### config.mk
export PLATFORM = sky130hd
export DESIGN_NAME = demux3_buf
export DESIGN_NICKNAME = d
export VERILOG_FILES = /design/src/rtl/demux3_buf.sv
export SDC_FILE = /design/constraint.sdc
export NUM_CORES = 1
export LEC_CHECK = 0
export CAP_MARGIN = 10
export CORE_UTILIZATION = 36
export DETAILED_ROUTE_END_ITERATION = 16
export PLACE_DENSITY = 0.64
export SYNTH_ARGS = -nofsm -noshare
export SYNTH_HDL_FRONTEND = slang
export SYNTH_SLANG_ARGS = --single-unit
export TNS_END_PERCENT = 5
### constraint.sdc
create_clock -name clk -period 1.9 [get_ports clk]
set_input_delay 0.285 -clock clk [delete_from_list [all_inputs] [get_ports clk]]
set_output_delay 0.285 -clock clk [all_outputs]
set_load 0.01 [all_outputs]
### src/rtl/demux3_buf.sv
// ============================================================================
// Module   : demux3_buf
// Brief    : 1-to-3 demultiplexer with a small valid/ready FIFO per output.
// Revision : 1.0 - initial release
// ============================================================================
`default_nettype none

module demux3_buf #(
  parameter int WIDTH = 8,
  parameter int DEPTH = 2   // 2 or 4 only
) (
  input  logic             clk,
  input  logic             reset_n,
  input  logic [WIDTH-1:0] d,
  input  logic [1:0]       s,
  input  logic             in_valid,
  output logic             in_ready,
  output logic [WIDTH-1:0] y0,
  output logic [WIDTH-1:0] y1,
  output logic [WIDTH-1:0] y2,
  output logic [2:0]       out_valid,
  input  logic [2:0]       out_ready,
  output logic [7:0]       cnt0,
  output logic [7:0]       cnt1,
  output logic [7:0]       cnt2
);

  localparam int                 c_ptr_w = (DEPTH > 2) ? 2 : 1;
  localparam logic [c_ptr_w-1:0] c_last  = c_ptr_w'(DEPTH - 1);
  localparam logic [c_ptr_w:0]   c_full  = (c_ptr_w + 1)'(DEPTH);

  logic [2:0]       w_sel_oh;
  logic [2:0]       w_full;
  logic [2:0]       w_valid;
  logic [WIDTH-1:0] w_y   [3];
  logic [7:0]       w_cnt [3];

  // s=11 aliases onto channel 2
  always_comb begin
    w_sel_oh = 3'b000;
    case (s)
      2'b00:   w_sel_oh = 3'b001;
      2'b01:   w_sel_oh = 3'b010;
      default: w_sel_oh = 3'b100;
    endcase
  end

  // Ready looks only at registered fullness, so a pop never frees a slot for
  // the same cycle.
  assign in_ready = |(w_sel_oh & ~w_full);

  for (genvar k = 0; k < 3; k++) begin : g_ch
    logic [WIDTH-1:0]   r_mem [DEPTH];
    logic [c_ptr_w-1:0] r_wr;
    logic [c_ptr_w-1:0] r_rd;
    logic [c_ptr_w:0]   r_occ;
    logic [7:0]         r_cnt;
    logic               w_push;
    logic               w_pop;

    assign w_full[k]  = (r_occ == c_full);
    assign w_valid[k] = (r_occ != '0);
    assign w_push     = in_valid & w_sel_oh[k] & ~w_full[k];
    assign w_pop      = w_valid[k] & out_ready[k];
    assign w_y[k]     = w_valid[k] ? r_mem[r_rd] : '0;
    assign w_cnt[k]   = r_cnt;

    always_ff @(posedge clk) begin
      if (w_push) begin
        r_mem[r_wr] <= d;
      end
    end

    always_ff @(posedge clk or negedge reset_n) begin
      if (!reset_n) begin
        r_wr  <= '0;
        r_rd  <= '0;
        r_occ <= '0;
        r_cnt <= '0;
      end else begin
        if (w_push) begin
          r_wr  <= (r_wr == c_last) ? '0 : r_wr + 1'b1;
          r_cnt <= r_cnt + 8'd1;
        end
        if (w_pop) begin
          r_rd <= (r_rd == c_last) ? '0 : r_rd + 1'b1;
        end
        case ({w_push, w_pop})
          2'b10:   r_occ <= r_occ + 1'b1;
          2'b01:   r_occ <= r_occ - 1'b1;
          default: r_occ <= r_occ;
        endcase
      end
    end
  end

  assign y0        = w_y[0];
  assign y1        = w_y[1];
  assign y2        = w_y[2];
  assign out_valid = w_valid;
  assign cnt0      = w_cnt[0];
  assign cnt1      = w_cnt[1];
  assign cnt2      = w_cnt[2];

endmodule

`default_nettype wire

==> results.toml, run 1 <==
[status]
status = "complete, no violations"

[pwr]
internal_power_mw = 4.25
clkPwrFrac_pct = 19.8
pwr-share-seq_pct = 43.1
pwr-share-comb_pct = 37.2
total_power_mw = 6.38
net-switching-power_mw = 2.13
swShare_pct = 33.4
p_leak_nw = 2.00
powerDensity_mw_per_mm2 = 1350
ir_worst_vdd_mv = 0.557

[logic_synthesis]
synthCells = 247
ys_top_cells_by_area = "edfxtp_1, dfrtp_1, mux2i_1"
synth_seq_cells = 84
synthesis.area_mm2 = 0.00351
yosysWarnings = 0
synth_cell_type_count = 30
synth.largest_area_cell = "edfxtp_1"
yosysSeqAreaShare_pct = 66.8
avgSynthCellArea_um2 = 14.2
synth_top_area_share_pct = 41.1
synth_fp_nets = 269

[global_routing]
grt-busiest-layer = "met2"
grt_max_degree = 26
antenna_found_initial = 0
first_global_vias = 2153
met1_usage_pct = 19.2
grt_usage_pct = 14.1
grt_first_pass_wirelength_mm = 10.6
grt-ovfl-total = 0
gr-usage-met3_pct = 2.70
use_met2_pct = 21.6

[placed_design]
port_buffers = 67
dp_hpwl_mm = 4.67
dpl_worst_slack_ns = -0.0663
gp_congestion = 0.722

[critical_path]
crit_path_top_delay_cell = "clkdlybuf4s50_1"
crit_chain = "nor2_2 -> buf_4 -> inv_1 -> clkdlybuf4s50_1"
cp.required_ns = 1.62
slowest_delay_ns = 0.47
cp_max_fo = 10
cp.arrival_ns = 1.53
end_kind = "output pin"
critPathKind = "reg -> out"
r2r_cells = 6
crit_path_start_kind = "register"

[finish]
final_nets = 371
drive_above_1_share_pct = 17.5
diodes = 0
final_common_cell = "edfxtp_1"
layout_common_cells = "edfxtp_1, clkdlybuf4s50_1, nor2_1, dfrtp_1, xnor2_1"
area_growth_pct = 35.0

[detailed_routing]
drc = 0
postRouteWirelength_mm = 6.56
postRouteAntennaNets = 0
vias_per_cell = 4.45
num_vias = 2150
drt_iter0_markers = 50
wl_per_cell_um = 13.6
drt_first_pass_iters = 4

[clock_network]
h-tree-depth = 3
cts_tree = "built"
cts_buffer_depth = 2
clock_sinks = 84
cts-buffers-inserted = 9
clock_latency_ns = 0.35
cts_root_buffer = "clkbuf_8"
cts.clk_slew.worst_paths_ns = 0.09

[run]
max_cap_violations = 0

[worst_hold_path]
hold_class = "in -> async"

[die]
start_util_pct = 37.6
placementRows = 35
die_area_mm2 = 0.0101
core_mm2 = 0.00933
die_h_um = 101
pin_count = 68
die_w_um = 101

[sta]
timing.final.crit_share_pct = 95.6
fin_skew_ns = 0.0133
tightest_slew_ns = 0.570
fmax_mhz = 551
max-slew-margin-rel_pct = 62.0
finalHoldViolations = 0
setup_slack_ns = 0.0838
fin_crit_ns = 1.82
setup_viol_count_final = 0
maxSlewViolCount = 0
[power groups by stage]
stage | clock [mW] | sequential [mW] | combinational (mW)
finish | 1.26 | 2.75 | 2.37
global route | 1.39 | 2.81 | 2.61
CTS | 1.30 | 2.80 | 2.26
detailed placement | 0 | 2.83 | 2.40
global placement | 0 | 2.81 | 2.38
floorplan | 0 | 2.68 | 1.28
[cell type report]
cell class	instances	area, um2
inverters	9	33.8
clock inverters	7	73.8
well taps	129	161
repair buffers	96	890
multi-input cells	149	1110
flip-flops and latches	84	2350
clock buffers	9	124
fillers	845	4590
[cell usage after synthesis]
cell,number
and4_1,2
xnor2_1,27
nand3_2,1
dfrtp_1,36
nor2b_1,3
nand2_1,12
nand4b_2,1
ha_1,6
nand2b_4,1
o21ai_0,1
nor2_2,3
or3_1,1
edfxtp_1,48
nand3b_4,1
mux2_2,1
nand2b_1,2
inv_2,2
buf_4,2
xor2_1,9
nor3_1,1
and3_1,5
nor2_1,32
inv_1,7
nand4_1,7
mux2i_1,25
nor2b_4,1
nand3_1,2
nor3_2,3
buf_2,3
and2_1,2
[path summary, 6_finish.rpt]
kind                                         startpoint                      endpoint  slack [ns]
setup reg to reg           g_ch[2].r_occ[0]$_DFFE_PN0P_  g_ch[2].r_occ[1]$_DFFE_PN0P_        0.27
hold / removal                                  reset_n           cnt1[7]$_DFFE_PN0P_        0.47
hold reg to reg                     cnt1[7]$_DFFE_PN0P_           cnt1[7]$_DFFE_PN0P_        0.48
setup / recovery           g_ch[0].r_occ[0]$_DFFE_PN0P_                  out_valid[0]        0.08
min in group clk                    cnt1[7]$_DFFE_PN0P_           cnt1[7]$_DFFE_PN0P_        0.48
max in group asynchronous                       reset_n  g_ch[0].r_occ[1]$_DFFE_PN0P_        0.90
[metrics by stage]
step	hold slack [ns]	utilization, %	TNS (ns)	cells	cell area, um2
final	0.467	50.8	0	483	4740
after CTS	0.474	50.1	-0.103	476	4670
after detailed placement	0.330	47.9	-0.226	457	4470
after global routing	0.509	50.8	-0.00379	483	4740
after global placement	0.313	47.9	-0.0611	457	4470
after floorplan	-0.0106	-	0	247	3510
[worst max-delay path: cells and delay by family (launching register included)]
kind / cells / cell delay (ns)
DFF: 1 / 0.42
buffers and inverters: 3 / 0.68
and+or+nand+nor: 1 / 0.09
[cells by family after synthesis]
family,synth area share (%)
AOI/OAI and AO/OA,0.143
xor gates and xnor gates,8.99
adders and majority gates,2.14
buffers and inverters,1.82
DFF,66.8
muxes,7.46
and+or+nand+nor,12.7
[state kept, by name (all words and copies together), names as in the netlist]
signal and cells:
cnt0 8, g_ch.r_occ 6, g_ch.r_rd 3, cnt1 8, cnt2 8, g_ch.r_mem 48, g_ch.r_wr 3
[timing repair]
action / in CTS / in global routing
endpoints found under the hold margin: 23 / 0
buffers inserted: 2 / 7
hold buffers: 1 / 0
setup endpoints to repair: 27 / 3
gates resized for setup: 30 / 4
pin swaps: 1 / 0
[metal layers]
metal / share of wire [%] / up-vias
li1: - / 1059
met1: 47 / 1035
met2: 48 / 47
met3: 3.5 / 9
met4: 1.7 / 0
met5: 0 / -
Power figures use the tool's default switching activity.
==> inputs of run 2 (changes only) <==
--- a/config.mk
+++ b/config.mk
@@ -9,6 +9,7 @@
 export CORE_UTILIZATION = 36
 export DETAILED_ROUTE_END_ITERATION = 16
 export PLACE_DENSITY = 0.64
+export SLEW_MARGIN = 20
 export SYNTH_ARGS = -nofsm -noshare
 export SYNTH_HDL_FRONTEND = slang
 export SYNTH_SLANG_ARGS = --single-unit
==> results of run 2 <==
Final layout, timing and power as in run 1 (identical DEF).
